<file path="src/rtl/ntt_pkg.sv">
// Shared NTT constants, coefficient width and controller state encoding.
package ntt_pkg;
    localparam int unsigned Q      = 8380417;
    localparam int unsigned N      = 256;
    localparam int unsigned LOGN   = 8;
    localparam int unsigned COEF_W = 24;

    typedef logic [1:0] state_t;

    localparam state_t ST_IDLE    = 2'd0;
    localparam state_t ST_RUN     = 2'd1;
    localparam state_t ST_BARRIER = 2'd2;
    localparam state_t ST_DONE    = 2'd3;
endpackage

</file>
<file path="src/rtl/ntt_addr_gen.sv">
// Combinational butterfly operand address and twiddle index generator for one
// Cooley-Tukey layer: stage s selects the half-distance len = 128 >> s.
module ntt_addr_gen
    import ntt_pkg::*;
(
    input  logic [2:0] i_stage,
    input  logic [6:0] i_b,
    output logic [7:0] o_addr_a,
    output logic [7:0] o_addr_b,
    output logic [7:0] o_zeta_idx
);
    logic [7:0] w_b8;
    logic [7:0] w_len;
    logic [7:0] w_grp;

    assign w_b8  = {1'b0, i_b};
    assign w_len = 8'd128 >> i_stage;
    // Butterfly group index; selects both the block base and the twiddle.
    assign w_grp = w_b8 >> (3'd7 - i_stage);

    assign o_addr_a   = (w_grp << (4'd8 - {1'b0, i_stage})) | (w_b8 & (w_len - 8'd1));
    assign o_addr_b   = o_addr_a + w_len;
    assign o_zeta_idx = (8'd1 << i_stage) + w_grp;
endmodule

</file>
<file path="src/rtl/ntt_ctrl.sv">
// Forward-NTT sequencer: issues 8 x 128 butterflies with a bounded in-flight window,
// a per-layer writeback barrier and loader arbitration. Optional NTT_CTRL_STALL_CNT_EN.
module ntt_ctrl
    import ntt_pkg::*;
#(
    parameter int MAX_INFLIGHT = 4,
    parameter int DW           = COEF_W
) (
    input  logic          clk,
    input  logic          rst,
    input  logic          start,
    input  logic          load_req,
    input  logic          load_we,
    input  logic [7:0]    load_addr,
    input  logic [DW-1:0] load_data,
    output logic          load_gnt,
    output logic          mem_we,
    output logic [7:0]    mem_addr,
    output logic [DW-1:0] mem_wdata,
    output logic          bf_valid,
    input  logic          bf_ready,
    output logic [7:0]    bf_addr_a,
    output logic [7:0]    bf_addr_b,
    output logic [7:0]    zeta_idx,
    output logic [2:0]    stage,
    input  logic          wb_ack,
    output logic          busy,
    output logic          done,
    output logic          err
`ifdef NTT_CTRL_STALL_CNT_EN
    ,
    output logic [15:0]   stall_cnt
`endif
);
    localparam logic [3:0] LP_MAX = 4'(MAX_INFLIGHT);

    state_t     r_state;
    logic [2:0] r_stage;
    logic [6:0] r_b;
    logic [3:0] r_out;
    logic       r_err;

    logic       w_idle, w_run, w_bar;
    logic       w_start_ok, w_valid, w_fire, w_ack_ok;
    logic [3:0] w_out_nxt;
    logic [7:0] w_addr_a, w_addr_b, w_zeta;

    assign w_idle     = (r_state == ST_IDLE);
    assign w_run      = (r_state == ST_RUN);
    assign w_bar      = (r_state == ST_BARRIER);
    assign w_start_ok = w_idle & start & ~load_req;
    assign w_valid    = w_run & (r_out < LP_MAX);
    assign w_fire     = w_valid & bf_ready;
    // An ack with nothing outstanding is a protocol error and must not underflow.
    assign w_ack_ok   = wb_ack & (r_out != 4'd0);
    assign w_out_nxt  = r_out + {3'b000, w_fire} - {3'b000, w_ack_ok};

    ntt_addr_gen u_addr_gen (
        .i_stage    (r_stage),
        .i_b        (r_b),
        .o_addr_a   (w_addr_a),
        .o_addr_b   (w_addr_b),
        .o_zeta_idx (w_zeta)
    );

    always_ff @(posedge clk) begin
        if (rst) begin
            r_state <= ST_IDLE;
            r_stage <= 3'd0;
            r_b     <= 7'd0;
            r_out   <= 4'd0;
            r_err   <= 1'b0;
        end else begin
            r_out <= w_out_nxt;
            if (w_start_ok) begin
                r_err <= 1'b0;
            end else if (wb_ack && (r_out == 4'd0)) begin
                r_err <= 1'b1;
            end
            case (r_state)
                ST_IDLE: begin
                    if (w_start_ok) begin
                        r_state <= ST_RUN;
                        r_stage <= 3'd0;
                        r_b     <= 7'd0;
                    end
                end
                ST_RUN: begin
                    if (w_fire) begin
                        r_b <= r_b + 7'd1;
                        if (r_b == 7'd127) begin
                            r_state <= ST_BARRIER;
                        end
                    end
                end
                ST_BARRIER: begin
                    if (w_out_nxt == 4'd0) begin
                        if (r_stage == 3'd7) begin
                            r_state <= ST_DONE;
                        end else begin
                            r_state <= ST_RUN;
                            r_stage <= r_stage + 3'd1;
                            r_b     <= 7'd0;
                        end
                    end
                end
                default: begin
                    r_state <= ST_IDLE;
                    r_stage <= 3'd0;
                end
            endcase
        end
    end

    assign load_gnt  = w_idle & load_req;
    assign mem_we    = load_gnt & load_we;
    assign mem_addr  = load_gnt ? load_addr : 8'd0;
    assign mem_wdata = load_gnt ? load_data : '0;

    assign bf_valid  = w_valid;
    assign bf_addr_a = w_run ? w_addr_a : 8'd0;
    assign bf_addr_b = w_run ? w_addr_b : 8'd0;
    assign zeta_idx  = w_run ? w_zeta : 8'd0;
    assign stage     = r_stage;
    assign busy      = w_run | w_bar;
    assign done      = (r_state == ST_DONE);
    assign err       = r_err;

`ifdef NTT_CTRL_STALL_CNT_EN
    logic [15:0] r_stall_cnt;

    always_ff @(posedge clk) begin
        if (rst || w_start_ok) begin
            r_stall_cnt <= 16'd0;
        end else if (((w_valid & ~bf_ready) | w_bar) && (r_stall_cnt != 16'hFFFF)) begin
            r_stall_cnt <= r_stall_cnt + 16'd1;
        end
    end

    assign stall_cnt = r_stall_cnt;
`endif
endmodule
</file>
<file path="config.mk">
export PLATFORM = sky130hd
export DESIGN_NAME = ntt_ctrl
export DESIGN_NICKNAME = d
export VERILOG_FILES = /design/src/rtl/ntt_pkg.sv /design/src/rtl/ntt_addr_gen.sv /design/src/rtl/ntt_ctrl.sv
export SDC_FILE = /design/constraint.sdc
export NUM_CORES = 1
export LEC_CHECK = 0
export CORE_UTILIZATION = 49
export CTS_CLUSTER_DIAMETER = 120
export DETAILED_ROUTE_END_ITERATION = 8
export GPL_TIMING_DRIVEN = 1
export MAX_ROUTING_LAYER = met4
export PLACE_DENSITY_LB_ADDON = 0.3
export SKIP_LAST_GASP = 1
export SYNTH_ARGS = -nofsm -noshare
export SYNTH_HDL_FRONTEND = slang
export SYNTH_SLANG_ARGS = --single-unit
</file>
<file path="constraint.sdc">
create_clock -name clk -period 8.65 [get_ports clk]
set_input_delay 1.2975 -clock clk [delete_from_list [all_inputs] [get_ports clk]]
set_output_delay 1.2975 -clock clk [all_outputs]
set_load 0.01 [all_outputs]
</file>
# After elaboration in Yosys (flattened, before gate mapping)
# Index checks and enable logic that the tools add are counted.
word_totals:
  regBits: 17
  inputBits: 39
  output_inout_bits: 65
  elab_cells: 71
op_classes:
  n_addsub: 9
  n_lt_le_gt_ge: 1
  eq_ne: 10
  shift: 4
  mux: 20
  bitwise_logic: 12
  n_reduce_logical: 10
op_table:
  columns: ["op", "count"]
  rows:
  - ["$mux W8", 4]
  - ["$mux W7", 4]
  - ["$mux W24", 1]
  - ["$pmux W7 S3", 1]
  - ["$add A8 B8 Y8", 2]
  - ["$mux W2", 5]
  - ["$mux W3", 3]
  - ["$pmux W3 S3", 1]
  - ["$and A7 B8 Y8", 1]
  - ["$logic_not A4 Y1", 2]
  - ["$ne A2 B1 Y1 const B", 4]
  - ["$or A8 B8 Y8", 1]
  - ["$reduce_and A4 Y1", 2]
  - ["$shl A1 B3 Y8 const A", 1]
  - ["$shl A8 B4 Y8", 1]
  - ["$shr A7 B3 Y8", 1]
  - ["$shr A8 B3 Y8 const A", 1]
  - ["$sub A8 B1 Y8 const B", 1]
  - ["$add A7 B1 Y7 const B", 1]
  - ["$and A1 B1 Y1", 7]
  - ["$eq A7 B7 Y1 const B", 1]
  - ["$pmux W2 S3", 1]
  - ["$reduce_and A5 Y1", 1]
  - ["$add A4 B1 Y4", 1]
  - ["other kinds (16)", 18]

# Depth between registers and ports, before layout
# Gate-level depths: netlist of the first run.
depth:
  ltp_word: 8
  ltp_mapped: 19
  ltp_nobuf: 17

# Hierarchy
# A second synthesis of the first run with hierarchy kept.
unflattened:
  hier_cells: 391
  hier_area_um2: 2855.2
by_module_without_submodules:
  columns: ["mod", "n_inst", "cells_per_inst", "area_per_inst_um2", "seq_area_each_um2"]
  rows:
  - ["ntt_ctrl", 1, 209, 1556.5, 340.3]
  - ["ntt_addr_gen", 1, 182, 1298.7, 0.0]

# Worst setup path before layout of the first run
# No wires, ideal clock.
synth_timing:
  path_kind: "register to output"
  startpoint: "reg r_stage[1], in the netlist stage[1]"
  endpoint: "out bf_addr_b[7]"
  t_arrival_ns: 3.617
  required_time_ns: 7.352
  path_slack_ns: 3.735
  path_stages_with_launch: 17
  path_buffers: 2
  cell_sequence: "dfxtp_1 -> buf_2 -> inv_1 -> ha_1 -> clkbuf_1 -> nand2b_1 -> o22ai_1 -> a221o_1 -> nand3_1 -> o22ai_1 -> ha_1 -> nand3_1 -> o221ai_1 -> o41ai_1 -> xnor2_1 -> or3_1 -> a21oi_1"
synth_via:
  elab_chain_cells: 6
  word_cells_on_any_way: 10
  cone_classes: "add/sub: 4; shift: 3; mux: 1; bitwise: 2"
synth_rtl:
  columns: ["item", "line", "text"]
  rows:
  - ["start: declaration", "ntt_ctrl.sv:38", "logic [2:0] r_stage;"]
  - ["start signal: assignment", "ntt_ctrl.sv:102", "r_stage <= r_stage + 3'd1;"]
  - ["$sub A3 B3 Y3 or $shr A8 B3 Y8 (tied branches)", "ntt_addr_gen.sv:19, ntt_addr_gen.sv:17", null]
  - ["$shr A7 B3 Y8 or $sub A8 B1 Y8 (tied branches)", "ntt_addr_gen.sv:19, ntt_addr_gen.sv:21", null]
  - ["$shl A8 B4 Y8 or $and A7 B8 Y8 (tied branches)", "ntt_addr_gen.sv:21", "assign o_addr_a = (w_grp << (4'd8 - {1'b0, i_stage})) | (w_b8 & (w_len - 8'd1));"]
  - ["$or A8 B8 Y8", "ntt_addr_gen.sv:21", null]
  - ["$add A8 B8 Y8 (*)", "ntt_addr_gen.sv:22", "assign o_addr_b = o_addr_a + w_len;"]
  - ["$mux W8 (*)", "ntt_ctrl.sv:122", "assign bf_addr_b = w_run ? w_addr_b : 8'd0;"]
  - ["end: declaration", "ntt_ctrl.sv:23", "output logic [7:0] bf_addr_b,"]
# Every way passes the cells marked *; elsewhere a longest branch is shown, timed or not.

# Worst setup path after layout of the first run
layout_timing:
  startpoint: "reg r_stage[0], in the netlist stage[0]"
  endpoint: "out bf_addr_b[7]"
# Same word-level chain as after synthesis.

==> impl_metrics.csv, run 1 <==
group,metric,value,unit
placement,place_congestion,0.967,
finish,insertedDiodeCount,0,
sta,setup_viol,0,
setup_path,crit_required,7.35,ns
finish,n_fill_cell,441,
logic_synthesis,postSynthCellCount,366,
die,core,0.00520,mm^2
clock_network,path_clk_slew,0.06,ns
die,die_h,76.0,um
setup_path,worstSetupPathType,"reg -> out",
logic_synthesis,synthFlopType,"dfxtp_1",
sta,skew,0.00432,ns
global_routing,track_usage,29.0,%
worst_hold_path,hp-class,"reg -> reg",
drt,viasPerCell,5.78,
logic_synthesis,synth.distinct_cells,62,
drt,drc,0,
drt,vias,3017,
setup_path,crit_top_cell,"ha_1",
drt,wirelength,8.16,mm
finish,synthToLayoutAreaGrowth,39.8,%
power,p_leak,0.00156,uW
logic_synthesis,synthTopCellsByCount,"36 x and3_1, 34 x ha_1, 31 x inv_1",
setup_path,critical_path.slowest_cell,"dfxtp_1",
setup_path,crit_chain,"inv_2 > ha_1 > ha_1 > inv_1 > o31ai_1 > nor2_1 > a22oi_2 > inv_1 > ha_1 > a21oi_1 > o221ai_1 > o41ai_1 > xnor2_1 > or3_1 > a21oi_1 > clkdlybuf4s50_1",
run,maxCapViolCount,0,
logic_synthesis,synth_top_area_cell,"ha_1",
clock_network,cts_made_buffers,3,
sta,finalHoldViolCount,0,
clock_network,clk_latency,0.25,ns
sta,fin_crit_sh,72.3,%
die,num_rows,26,
setup_path,slowest_delay,0.88,ns
finish,nets,529,
global_routing,grt_start_max_net_pins,38,
global_routing,grt_overflow_total,0,
logic_synthesis,yosysTopAreaCellShare,15.8,%
logic_synthesis,synthMostInstantiatedCell,"and3_1",
logic_synthesis,synth_edf_count,0,
die,initial_utilization,51.6,%
setup_path,cp_max_fo,21,
logic_synthesis,ys_seq_area_share,12.7,%
placement,portBuffers,103,
drt,dr.first_iter.drc_count,276,
clock_network,cts_hold_buf,0,
setup_path,end_kind,"output port",
clock_network,htreeDepth,1,
drt,dr.pass1.iters,5,
die,die_area,0.00578,mm^2
sta,setup_tns,0,ns
status,status,"completed",
finish,seq_area,340,um^2
logic_synthesis,async_reset_ff_share,0,%
logic_synthesis,yosysWarnings,0,
clock_network,ctsRootBufferMaster,"clkbuf_8",
global_routing,grt_first_pass_wirelength,13.7,mm
power,power_per_cell_area,148,mW/mm^2
setup_path,worstPathArrival,4.96,ns
global_routing,grt_pass1_vias,2965,
sta,maxSlewViolCount,0,
drt,wl_per_cell,15.6,um
clock_network,cts_sinks,17,
global_routing,antenna_found_initial,0,
logic_synthesis,synthTopCellsByArea,"ha_1 16%, dfxtp_1 13%, and3_1 8.4%",
die,io_pins,104,
clock_network,cts_tree,"done",
sta,max_slew_margin,37.9,%
clock_network,ctsResizeCount,0,
sta,period_needed,6.26,ns
logic_synthesis,syn_nets,442,
finish,multi_input_area,0.00212,mm^2
sta,rsz0062_at_grt,"no",
placement,dpl-instance-area,0.00371,mm^2
drt,ant_nets,0,
finish,final_area,0.00375,mm^2
logic_synthesis,syn-cell-area,0.00269,mm^2
die,die_w,76.0,um
setup_path,cp-start-kind,"flip-flop",
logic_synthesis,synth.avg_cell_area,7.34,um^2
sta,worst_pin_slew,0.929,ns
clock_network,cts.path.max_buffers,2,
power,max-vdd-ir-drop,0.000221,V
placement,hpwl,6.44,mm
logic_synthesis,ys_ff_latch,17,
finish,drive_above_1_share,4.20,%
sta,fmax,160,MHz
clock_network,cts_setup_buffers,0,
-- registers in the layout (all words and copies together) (netlist names) --
register and cells:
stage 3, r_state 2, r_out 4, r_b 7, err 1
-- logic make-up (layout without fill, tap and decap cells) --
kind of cell | after synthesis | in the layout | share of synthesized area, %
XOR/XNOR | 10 | 10 | 3.26
AND/OR/NAND/NOR | 152 | 152 | 30.6
multiplexers | 11 | 11 | 5.64
adder cells (fa/ha/maj) | 37 | 37 | 18.1
flip-flops | 17 | 17 | 12.7
buffers and inverters | 56 | 142 | 8.43
AO/OA/AOI/OAI | 83 | 83 | 21.4
-- path summary, 6_finish.rpt --
kind,startpoint,endpoint,slack (ns),cells after the start
max,stage[0],bf_addr_b[7],2.39,16
min,r_state[1],r_state[1],0.54,2
max reg2reg,r_state[0],r_state[1],5.02,11
min reg2reg,r_state[1],r_state[1],0.54,2
-- cell type report --
type                    count  area share, %
clock buffers               4           1.20
inverters                  35           3.50
multi-input cells         293           56.4
flip-flops and latches     17           9.06
well taps                  70           2.33
repair buffers            103           27.5
-- worst max-delay path: cells and delay by family, from the launching register on --
family	cells	cell delay (ns)
compound gates	6	1.32
fa+ha+maj	3	0.98
buf+inv	4	0.93
flops	1	0.88
simple gates	2	0.47
xor+xnor	1	0.13
-- power breakdown --
group,internal (uW),total [uW],switching [uW]
combinational,183,394,212
clock,32.7,58.8,26.1
sequential,93.1,104,11.0
total,308,557,249
-- cell usage in the layout (no fill, tap or decap), types with 3 or more instances in the layout --
master,synthesis,layout
xnor2_1,5,5
dfxtp_1,17,17
o41ai_1,3,3
nand2b_1,3,3
nor3_1,19,19
nand2_1,18,18
inv_1,31,31
fa_1,3,3
or3_1,4,4
xor2_1,5,5
o21ai_1,7,7
and3_1,36,36
a211oi_1,4,4
a21boi_0,3,3
and2_1,14,14
a21oi_1,18,18
inv_2,4,4
nand3_1,12,12
nor2b_1,10,10
clkdlybuf4s50_1,0,103
o22ai_1,4,4
nor3b_1,3,3
clkbuf_8,0,3
nor2_1,25,25
mux2i_1,4,4
o21ai_0,14,14
ha_1,34,34
-- routing by layer --
metal  wire length (um)  track usage, %  vias to the layer above
li1                   -               -                     1489
met1               3460            34.3                     1390
met2               4190            51.7                      121
met3                364            2.87                       17
met4                146            9.04                        0
met5                  0               -                        -
-- metrics by stage --
| stage | setup WS, ns | cells | hold slack [ns] | total power, uW | utilization (%) |
|---|---|---|---|---|---|
| after detailed placement | 2.70 | 518 | 0.528 | 494 | 71.3 |
| final | 2.39 | 522 | 0.536 | 557 | 72.1 |
| after global routing | 1.97 | 522 | 0.584 | 603 | 72.1 |
| after CTS | 2.44 | 522 | 0.537 | 558 | 72.1 |
| after floorplan | 3.74 | 366 | 0.489 | 344 | - |
| after global placement | 2.92 | 518 | 0.508 | 483 | 71.3 |
No activity file was read; power rests on OpenSTA's default activity.
==> run 2: changes to the inputs <==
--- a/config.mk
+++ b/config.mk
@@ -5,7 +5,7 @@
 export SDC_FILE = /design/constraint.sdc
 export NUM_CORES = 1
 export LEC_CHECK = 0
-export CORE_UTILIZATION = 49
+export CORE_UTILIZATION = 41
 export CTS_CLUSTER_DIAMETER = 120
 export DETAILED_ROUTE_END_ITERATION = 8
 export GPL_TIMING_DRIVEN = 1
==> constraint.sdc (replaced) <==
create_clock -name clk -period 5.61 [get_ports clk]
set_input_delay 0.8415 -clock clk [delete_from_list [all_inputs] [get_ports clk]]
set_output_delay 0.8415 -clock clk [all_outputs]
set_load 0.01 [all_outputs]
==> run 2 against run 1 <==
  * Global-route usage fell by 5.2 points
  * Register-to-register slack got worse by 2.9 ns
  * Power grew 53%
  * Die area rose by 19%
  * Cell count rose by 2.1%
  * Critical path depth fell by 1
  * Cell area grew 1.1%
  * Count of clock-buffer cells in the layout fell by 1
  * Critical path type unchanged
==> impl_metrics.csv, run 2 (same netlist as run 1, synthesis figures left out) <==
group,metric,value,unit
worst_hold_path,hp-class,"reg -> reg",
run,maxCapViolCount,0,
placement,place_congestion,0.991,
setup_path,slowest_delay,0.55,ns
drt,wl_per_cell,15.2,um
finish,layout_commonest_cell,"clkdlybuf4s50_1",
finish,multi_input_area,0.00212,mm^2
sta,period_needed,5.24,ns
die,io_pins,104,
setup_path,cp_max_fo,14,
die,num_rows,29,
drt,vias,3033,
setup_path,crit_chain,"buf_4 > and2b_1 > a221oi_2 > and3_1 > nor2_1 > a22oi_2 > inv_1 > ha_1 > a21oi_1 > o221ai_1 > o41ai_1 > xnor2_1 > or3_1 > a21oi_1 > clkdlybuf4s50_1",
drt,dr.first_iter.drc_count,230,
clock_network,cts.path.max_buffers,2,
die,die_h,82.9,um
sta,rsz0062_at_grt,"no",
power,max-vdd-ir-drop,0.000207,V
placement,portBuffers,103,
setup_path,worstSetupPathType,"reg -> out",
drt,drc,0,
finish,n_fill_cell,576,
placement,place_ws,0.545,ns
finish,top_register,"r_b",
sta,finalHoldViolCount,0,
sta,max_slew_margin,38.7,%
clock_network,clk_latency,0.26,ns
drt,dr.pass1.iters,4,
sta,worst_pin_slew,0.919,ns
sta,fin_crit_sh,93.4,%
setup_path,critical_path.slowest_cell,"clkdlybuf4s50_1",
sta,fmax,191,MHz
finish,synthToLayoutAreaGrowth,41.4,%
power,p_sw,379,uW
power,p_seq_share,18.7,%
sta,skew,0.00234,ns
setup_path,crit_required,4.77,ns
clock_network,cts_hold_buf,0,
drt,viasPerCell,5.69,
finish,largest_reg_flops,7,
setup_path,crit_top_cell,"a21oi_1",
global_routing,antenna_found_initial,0,
clock_network,ctsResizeCount,0,
power,netSwitchingFraction,44.5,%
finish,postLayoutCoreUtil,59.8,%
clock_network,htreeDepth,1,
drt,wl_met2,4.07,mm
clock_network,ctsRootBufferMaster,"clkbuf_8",
global_routing,grt_overflow_total,0,
finish,layout_common_cells,"103 x clkdlybuf4s50_1, 36 x and3_1, 34 x ha_1",
drt,wl_met1,3.47,mm
global_routing,track_usage,23.8,%
power,p_leak,0.00159,uW
setup_path,end_kind,"output port",
status,status,"completed",
die,core,0.00635,mm^2
finish,fin_cells,533,
clock_network,path_clk_slew,0.07,ns
finish,nets,533,
global_routing,grt_pass1_vias,2929,
die,initial_utilization,42.3,%
finish,insertedDiodeCount,0,
sta,setup_viol,0,
finish,drive_above_1_share,5.70,%
global_routing,grt_first_pass_wirelength,13.4,mm
sta,maxSlewViolCount,0,
die,die_area,0.00688,mm^2
drt,wirelength,8.09,mm
setup_path,worstPathArrival,4.40,ns
sta,setup_tns,0,ns
placement,dp_cells,529,
finish,seq_area,343,um^2
clock_network,cts_setup_buffers,0,
drt,met3WireLength,349,um
clock_network,cts_made_buffers,3,
power,power_per_cell_area,224,mW/mm^2
sta,setup_ws,0.373,ns
drt,ant_nets,0,
placement,dpl-instance-area,0.00375,mm^2
clock_network,cts_tree,"done",
die,die_w,82.9,um
setup_path,cp-start-kind,"flip-flop",
placement,hpwl,6.57,mm
power,combPwrFrac,70.3,%
clock_network,cts_sinks,17,
global_routing,grt_start_max_net_pins,38,
drt,highest_layer,"met4",
power,p_int,473,uW
finish,final_area,0.00380,mm^2
power,clock_power_share,11.0,%
==> run 2: cell types whose count changed in the layout (fill, tap and decap cells not counted) <==
cell	previous run	this run
buf_4	0	4
clkbuf_1	1	0
clkinv_2	0	1
dfxtp_1	17	15
dfxtp_2	0	2
==> run 2: stage by stage <==
step,hold slack (ns),power (uW)
6_report,0.533,852
5_1_grt,0.566,930
4_1_cts,0.537,854
3_5_place_dp,0.525,758
3_3_place_gp,0.499,748
2_1_floorplan,0.489,530
==> run 2: per-layer routing <==
| layer | track usage [%] | up-vias |
|---|---|---|
| li1 | - | 1501 |
| met1 | 28.3 | 1398 |
| met2 | 42.3 | 115 |
| met3 | 1.99 | 19 |
| met4 | 7.52 | 0 |
| met5 | - | - |
==> run 2: cell type report <==
type                            instances  share of cell area (%)
Timing Repair Buffer                  107                    27.9
Sequential cell                        17                    9.03
Clock inverter                          1                   0.132
Tap cell                               77                    2.54
Clock buffer                            3                    1.09
Inverter                               35                    3.46
Multi-Input combinational cell        293                    55.8
==> run 2: power by group through the flow <==
stage	Clock, uW	Combinational, uW	Sequential, uW
floorplan	0	371	159
global placement	0	587	161
detailed placement	0	596	162
CTS	93.9	601	160
global route	100	667	162
finish	93.4	599	160
==> run 2: final timing paths <==
kind,from,endpoint,slack (ns),cells after the start
worst min register to register,r_b[0],r_b[0],0.53,2
worst min-delay path,r_b[0],r_b[0],0.53,2
worst max-delay path,stage[2],bf_addr_b[7],0.37,15
worst max register to register,r_state[1],r_state[1],2.10,12
==> run 2: worst max-delay path: cells and delay by family, from the launching register on <==
family                     cells  cell delay (ns)
AOI/OAI and AO/OA              6             1.57
buffers and inverters          3             0.87
and+or+nand+nor                4             0.87
DFF                            1             0.43
adders and majority gates      1             0.28
xor gates and xnor gates       1             0.13
==> run 3: changes to the inputs <==
--- a/config.mk
+++ b/config.mk
@@ -10,8 +10,9 @@
 export DETAILED_ROUTE_END_ITERATION = 8
 export GPL_TIMING_DRIVEN = 1
 export MAX_ROUTING_LAYER = met4
-export PLACE_DENSITY_LB_ADDON = 0.3
+export PLACE_DENSITY = 0.79
 export SKIP_LAST_GASP = 1
+export SLEW_MARGIN = 5
 export SYNTH_ARGS = -nofsm -noshare
 export SYNTH_HDL_FRONTEND = slang
 export SYNTH_SLANG_ARGS = --single-unit
==> run 3 against run 2 <==
  * The flow now finishes with violations (design-rule violations)
  * Count of clock-buffer cells in the layout stayed put
  * Register-to-register slack worse by 0.07 ns
  * Utilization hardly changed
  * Non-clock buffer count stayed put
  * Power is 0.46% higher
  * Sequential power hardly changed
  * Cell area hardly changed
  * Global-route usage is 0.070 points higher
  * Largest power group unchanged
==> impl_metrics.csv, run 3 (same netlist as run 1, synthesis figures left out) <==
group,metric,value,unit
status,status,"finished with violations",
status,violations,"design-rule violations",
sta,rsz0062_at_grt,"no",
drt,dr.first_iter.drc_count,220,
setup_path,crit_end,"bf_addr_b[7]",
power,p_int,474,uW
finish,layout_common_cells,"103 x clkdlybuf4s50_1, 36 x and3_1, 34 x ha_1",
clock_network,path_clk_slew,0.07,ns
finish,final_area,0.00380,mm^2
finish,multi_input_area,0.00212,mm^2
worst_hold_path,hold_path_depth,2,
setup_path,cp-startpoint,"stage[2]",
placement,place_congestion,0.921,
sta,fmax,193,MHz
clock_network,cts_tree,"done",
setup_path,path_buf_inv,2,
setup_path,cp_top_family,"compound AO/OA/AOI/OAI gates",
placement,dpl-instance-area,0.00375,mm^2
sta,maxSlewViolCount,0,
setup_path,ff2ff_path_depth,11,
sta,max_slew_margin,41.2,%
finish,drive_above_1_share,5.48,%
global_routing,grt_start_max_net_pins,38,
placement,hpwl,6.83,mm
power,combPwrFrac,70.1,%
finish,layout_commonest_cell,"clkdlybuf4s50_1",
power,p_seq_share,18.7,%
sta,fin_crit_sh,92.4,%
sta,worst_pin_slew,0.883,ns
global_routing,antenna_found_initial,0,
clock_network,cts_sinks,17,
sta,setup_tns,0,ns
drt,drc,2,
global_routing,grt_pass1_vias,2891,
finish,largest_reg_flops,7,
drt,vias,3014,
power,max-vdd-ir-drop,0.000272,V
die,core,0.00635,mm^2
drt,ant_nets,0,
finish,top_register,"r_b",
die,die_area,0.00688,mm^2
worst_hold_path,hp-class,"reg -> reg",
placement,portBuffers,103,
drt,wirelength,8.28,mm
setup_path,end_kind,"output port",
finish,nets,533,
clock_network,htreeDepth,1,
finish,n_fill_cell,577,
setup_path,cp_max_fo,15,
setup_path,ff2ff_setup_slack,2.03,ns
setup_path,r2r-start,"r_state[0]",
power,power_per_cell_area,225,mW/mm^2
sta,period_needed,5.19,ns
setup_path,worstSetupPathType,"reg -> out",
sta,skew,0.00195,ns
sta,finalHoldViolCount,0,
setup_path,crit_required,4.77,ns
sta,setup_viol,0,
setup_path,crit_top_cell,"a21oi_1",
setup_path,worstPathArrival,4.34,ns
setup_path,cp-start-kind,"flip-flop",
setup_path,crit_chain,"buf_4 > and2b_1 > a221oi_2 > a21oi_1 > mux2i_4 > o21ai_1 > ha_1 > nand3_1 > o221ai_1 > o41ai_1 > xnor2_1 > or3_1 > a21oi_1 > clkdlybuf4s50_1",
power,p_leak,0.00159,uW
power,netSwitchingFraction,44.6,%
clock_network,cts_made_buffers,3,
drt,dr.pass1.iters,6,
finish,synthToLayoutAreaGrowth,41.3,%
setup_path,slowest_delay,0.55,ns
die,initial_utilization,42.3,%
drt,wl_per_cell,15.5,um
setup_path,reg2reg_to,"r_state[1]",
run,maxCapViolCount,0,
clock_network,ctsRootBufferMaster,"clkbuf_8",
global_routing,grt_overflow_total,0,
power,clock_power_share,11.2,%
die,die_h,82.9,um
global_routing,grt_first_pass_wirelength,13.3,mm
setup_path,critical_path.slowest_cell,"clkdlybuf4s50_1",
clock_network,cts.path.max_buffers,2,
drt,viasPerCell,5.65,
die,num_rows,29,
die,die_w,82.9,um
global_routing,track_usage,23.8,%
power,p_sw,382,uW
setup_path,cp.depth,14,
clock_network,clk_latency,0.26,ns
die,io_pins,104,
finish,insertedDiodeCount,0,
finish,seq_area,342,um^2
==> run 3: cell count changes in the layout (fill, tap and decap cells not counted) <==
cell | previous run | this run
dfxtp_1 | 15 | 16
dfxtp_2 | 2 | 1
==> run 3: power by group through the flow <==
stage,Sequential [uW],Combinational [uW],Clock (uW)
2_1_floorplan,159,371,0
3_3_place_gp,161,588,0
5_1_grt,164,662,102
4_1_cts,160,604,96.4
6_report,160,600,95.5
3_5_place_dp,162,600,0
==> run 3: routing by layer <==
| layer | up-vias | part of all wire, % | global-route usage (%) |
|---|---|---|---|
| met5 | - | 0 | - |
| met4 | 0 | 2.3 | 6.27 |
| met3 | 14 | 5.9 | 2.49 |
| met2 | 127 | 52 | 43.4 |
| met1 | 1367 | 40 | 27.7 |
| li1 | 1506 | - | - |
==> run 3: worst min-delay path by stage <==
stage | from | endpoint
after floorplan | r_b[0] | r_b[0]
after global placement | err | err
after detailed placement | err | err
after CTS | err | err
after global routing | err | err
final | err | err
==> run 3: metrics by stage <==
step,utilization (%),hold WS (ns),std cells,setup WS [ns],total power (uW)
after global placement,59.0,0.503,529,0.618,749
after global routing,59.8,0.559,533,0.0208,928
final,59.8,0.528,533,0.425,856
after floorplan,-,0.489,366,1.15,530
after CTS,59.8,0.534,533,0.253,861
after detailed placement,59.0,0.522,529,0.550,762
==> run 3: layout make-up <==
class | instances | share of cell area (%)
multi-input cells | 293 | 55.8
repair buffers | 107 | 27.9
flip-flops and latches | 17 | 9.00
inverters | 35 | 3.46
well taps | 77 | 2.54
clock buffers | 3 | 1.09
clock inverters | 1 | 0.132
==> run 3: timing repair <==
| action | 4_1_cts | 5_1_grt |
|---|---|---|
| setup buffers | 0 | 0 |
| setup endpoints to repair | 0 | 2 |
| hold buffers | 0 | 0 |
| resized for setup | 0 | 1 |
==> run 3: tightest hold or removal path, stage by stage, from the launching register on <==
cell and delay (ns):
dfxtp_1 0.31, a21oi_1 0.12, a311oi_1 0.05
==> variant 1 (flow settings as in run 2) <==
Change the package constant `COEF_W` from 24 to 36.
--- a/src/rtl/ntt_pkg.sv
+++ b/src/rtl/ntt_pkg.sv
@@ -4,5 +4,5 @@
     localparam int unsigned N      = 256;
     localparam int unsigned LOGN   = 8;
-    localparam int unsigned COEF_W = 24;
+    localparam int unsigned COEF_W = 36;
 
     typedef logic [1:0] state_t;
Ports: changed (resized load_data and mem_wdata); port bits go from 104 to 128. The function was not compared with the original's and may differ.
==> variant 1 against run 2 <==
  * Design area up 12%
  * Non-clock buffer count up 24
  * Worst setup slack better by 120 ps
  * Critical path depth down 2
  * Sequential cell count unchanged
  * Synthesized cell count up 10%
  * Sequential share of layout area down 1.0 points
  * Routed wire length up 14%
  * Combinational power up 5.7%
  * Maximum frequency up 2.4%
  * Area after synthesis up 9.5%
  * Total power up 3.7%
  * Cell count up 13%
  * Largest power group unchanged
==> variant 1: results (changes against run 2) <==
Outcome: completed
Mapped Nets: 492 (+11%)
Synth cell count leaders: and3_1 (51), nor2_1 (36), ha_1 (34)
Pre-CTS setup slack: 832 ps (+287 ps)
CP startpoint: stage[0]
Mapped Avg Cell Area: 7.28 um^2 (-0.84%)
Global-route wire length before repair: 15200 um (+14%)
Crit path max fanout: 26 (+12)
Final WL: 9210 um (+14%)
XOR/XNOR Fraction of Synth Area: 4.04% (+0.78 points)
Final #Nets: 595 (+12%)
Routed met1 length: 4100 um (+18%)
Largest net degree at the start of global routing: 49 (+29%)
Worst VDD drop: 0.299 mV (+45%)
Adder-Cell Fraction of Synth Area: 16.5% (-1.6 points)
DR WL met3: 412 um (+18%)
Worst-margin pin slew: 1110 ps (+192 ps)
Per-cell routed wire length: 15.3 um (+0.85%)
Worst Skew: 2.20 ps (-0.143 ps)
Sequential fraction of the synthesis area: 11.6% (-1.1 points)
R2R Setup Slk: 1800 ps (-300 ps)
Final period utilization: 91.1% (-2.2 points)
Compound-Gate Fraction of Synth Area: 24.0% (+2.6 points)
Top cells by area, synth: ha_1 (14%), dfxtp_1 (12%), and3_1 (11%), nor2_1 (4.6%), inv_1 (3.8%)
Vias in the first global route: 3321 (+13%)
Layout cell share with drive strength beyond 1: 3.56% (-2.1 points)
Fillers: 651 (+13%)
Placed cell area: 4210 um^2 (+12%)
Multiplexer share of the synthesized area: 4.43% (-1.2 points)
DR iter-0 viols: 119 (-48%)
Total Routing Usage GR: 25.5% (+1.7 points)
Port bufs: 127 (+23%)
-- variant 1: cells by family (layout without fill, tap and decap cells) --
logic type | count (synthesis) | count (layout)
AOI/OAI and AO/OA | 96 | 96
DFF | 17 | 17
adders and majority gates | 37 | 37
buffers and inverters | 65 | 167
muxes | 11 | 11
xor gates and xnor gates | 12 | 12
and+or+nand+nor | 166 | 166
-- variant 1: worst max-delay path, stage by stage, from the launching register on --
cell and delay, ps:
dfxtp_1 330, buf_4 300, mux4_2 590, a221oi_1 300, a21oi_1 100, a22oi_1 320, inv_1 80, ha_1 280
a21oi_1 200, o221ai_1 190, o41ai_1 380, xnor3_1 280, nor2_1 100, clkdlybuf4s50_1 550
-- variant 1: metal layers --
metal,global-route usage [%],vias up
li1,-,1660
met1,30.3,1566
met2,46.4,132
met3,2.38,14
met4,5.61,0
met5,-,-
-- variant 1: worst min path at each step --
stage | end | slack (ps) | cells past startpoint
2_1_floorplan | r_b[0] | 500 | 1
3_3_place_gp | err | 500 | 2
3_5_place_dp | r_b[0] | 530 | 1
4_1_cts | r_b[0] | 540 | 1
5_1_grt | r_b[0] | 570 | 1
6_report | r_b[0] | 540 | 1
-- variant 1: where the power goes --
part | total, mW | switching (mW) | internal [mW]
Clock | 0.0954 | 0.0461 | 0.0493
Sequential | 0.155 | 0.0128 | 0.142
Combinational | 0.633 | 0.338 | 0.296
Total | 0.883 | 0.397 | 0.487
-- variant 1: final cells by class --
| type | instances | area, um^2 | share of cell area (%) |
|---|---|---|---|
| Sequential cell | 17 | 340 | 7.99 |
| Timing Repair Buffer | 131 | 1300 | 30.6 |
| Multi-Input combinational cell | 322 | 2330 | 54.7 |
| Inverter | 32 | 120 | 2.82 |
| Tap cell | 96 | 120 | 2.82 |
| Clock buffer | 3 | 41.3 | 0.969 |
| Clock inverter | 1 | 5.00 | 0.118 |
==> variant 2 (settings of run 2) <==
Without the edit above. Put one more register stage on the output `err`, with the module's reset. The value now appears one clock later. The other outputs are not delayed to match.
--- a/src/rtl/ntt_ctrl.sv
+++ b/src/rtl/ntt_ctrl.sv
@@ -125,5 +125,11 @@
     assign busy      = w_run | w_bar;
     assign done      = (r_state == ST_DONE);
-    assign err       = r_err;
+    always_ff @(posedge clk) begin
+        if (rst) begin
+            err <= '0;
+        end else begin
+            err <= r_err;
+        end
+    end
 
 `ifdef NTT_CTRL_STALL_CNT_EN
Behaviour: not the same (a bounded check fails within 4 cycles, from zero or initial values and one cycle with rst high).
==> variant 2 against run 2 <==
  * The run now ends with DRC left
  * Hold slack lost 68 ps
  * Register-to-register slack lost 420 ps
  * Critical path depth shrank 1
  * Worst setup slack gained 120 ps
  * Critical path type unchanged
  * Routed wire length is essentially flat
  * Sequential power grew 7%
  * Critical endpoint unchanged
  * Sequential share of layout area grew 0.27 points
  * Sequential cell count grew 1
  * Area after synthesis grew 3.9%
  * Design area grew 2.4%
  * Maximum frequency grew 2.3%
  * Total power grew 3.2%
==> variant 2: results (changes against run 2) <==
Outcome: finished with violations
Failing checks: DRC
Global-route wire length before repair: 13200 um (-0.88%)
Crit path max fanout: 17 (+3)
Mapped Avg Cell Area: 7.44 um^2 (+1.4%)
CP startpoint: stage[0]
Tmin final: 5120 ps (-116 ps)
Final routed DRC violation total: 8 (+8)
Hold EP: err
DR iter-0 viols: 201 (-13%)
Vias in the first global route: 2892 (-1.3%)
Worst Skew: 4.66 ps (+2.32 ps)
Rel. slew slack: 33.4% (-5.3 points)
Routed vias/inst: 5.70 (+0.15%)
RR Endpoint: r_state[0]
Via count: 3066 (+1.1%)
R2R cell count: 14 (+2)
Final WL: 8090 um (about the same)
Length of the first detailed-routing pass in iterations: 7 (+3)
R2R Setup Slk: 1680 ps (-420 ps)
Mapped Nets: 451 (+2.0%)
Worst EP arrival: 4280 ps (-120 ps)
Synth unique cells: 58 (-6.5%)
Fillers: 611 (+6.1%)
Pre-CTS setup slack: 509 ps (-36.8 ps)
Total Routing Usage GR: 23.3% (-0.49 points)
Top cells by area, synth: ha_1 (15%), dfxtp_1 (13%), and3_1 (7.8%), nor2_1 (4.6%), inv_1 (4.3%)
Hold_ws: 464 ps (-68.4 ps)
Synth cell count leaders: and3_1 (35), ha_1 (34), nor2_1 (34)
Gpl congestion: 0.985 (-0.62%)
Net Sw Power: 375 uW (-1.0%)
Dpl hpwl: 6320 um (-3.9%)
Hold depth: 1 (-1)
Largest net degree at the start of global routing: 41 (+7.9%)
variant 2: changes by cell type in the layout (fill, tap and decap cells not counted), sizes merged, moves of 6 or more:
cell,before,now
nand3,12,4
nor3,19,13
nand2,18,27
nor2,25,34
o21ai,21,9
variant 2: layout make-up:
type,instances,share of cell area [%]
well taps,77,2.48
clock buffers,4,1.42
inverters,34,3.28
repair buffers,108,27.5
multi-input cells,297,56.1
flip-flops and latches,18,9.30
variant 2: repair_timing:
item / CTS / global route
endpoints found under the setup margin: 0 / 2
resized for setup: 0 / 1
hold endpoints to repair: 0 / 0
variant 2: power by group through the flow:
stage	sequential (mW)	clock, mW	combinational (mW)
after global routing	0.174	0.116	0.662
final	0.172	0.107	0.600
after floorplan	0.168	0	0.375
after CTS	0.171	0.111	0.601
after detailed placement	0.174	0	0.595
after global placement	0.173	0	0.587
variant 2: metal layers:
metal	GRT usage, %	up-vias	share of wire, %
met5	-	-	0
met4	6.93	0	2.2
met3	3.64	25	7.4
met2	39.9	147	48
met1	28.1	1386	42
li1	-	1508	-
variant 2: worst max-delay path: stages, from the launching register on:
cell and delay, ps:
dfxtp_2 530, inv_1 200, ha_1 260, ha_1 450
nor3_1 140, a22oi_1 350, inv_1 90, ha_1 290
a21o_1 190, a211oi_1 240, nor2_1 90, o41ai_1 300
xnor3_1 260, and2_1 160, clkdlybuf4s50_1 470
variant 2: kinds of logic (layout without fill, tap and decap cells):
group	count (synthesis)	in the layout	synth area share, %
AOI/OAI and AO/OA	80	80	21.4
xor gates and xnor gates	14	14	4.89
adders and majority gates	37	37	17.4
buffers and inverters	60	146	8.96
DFF	18	18	12.9
muxes	13	13	6.23
and+or+nand+nor	153	153	28.2
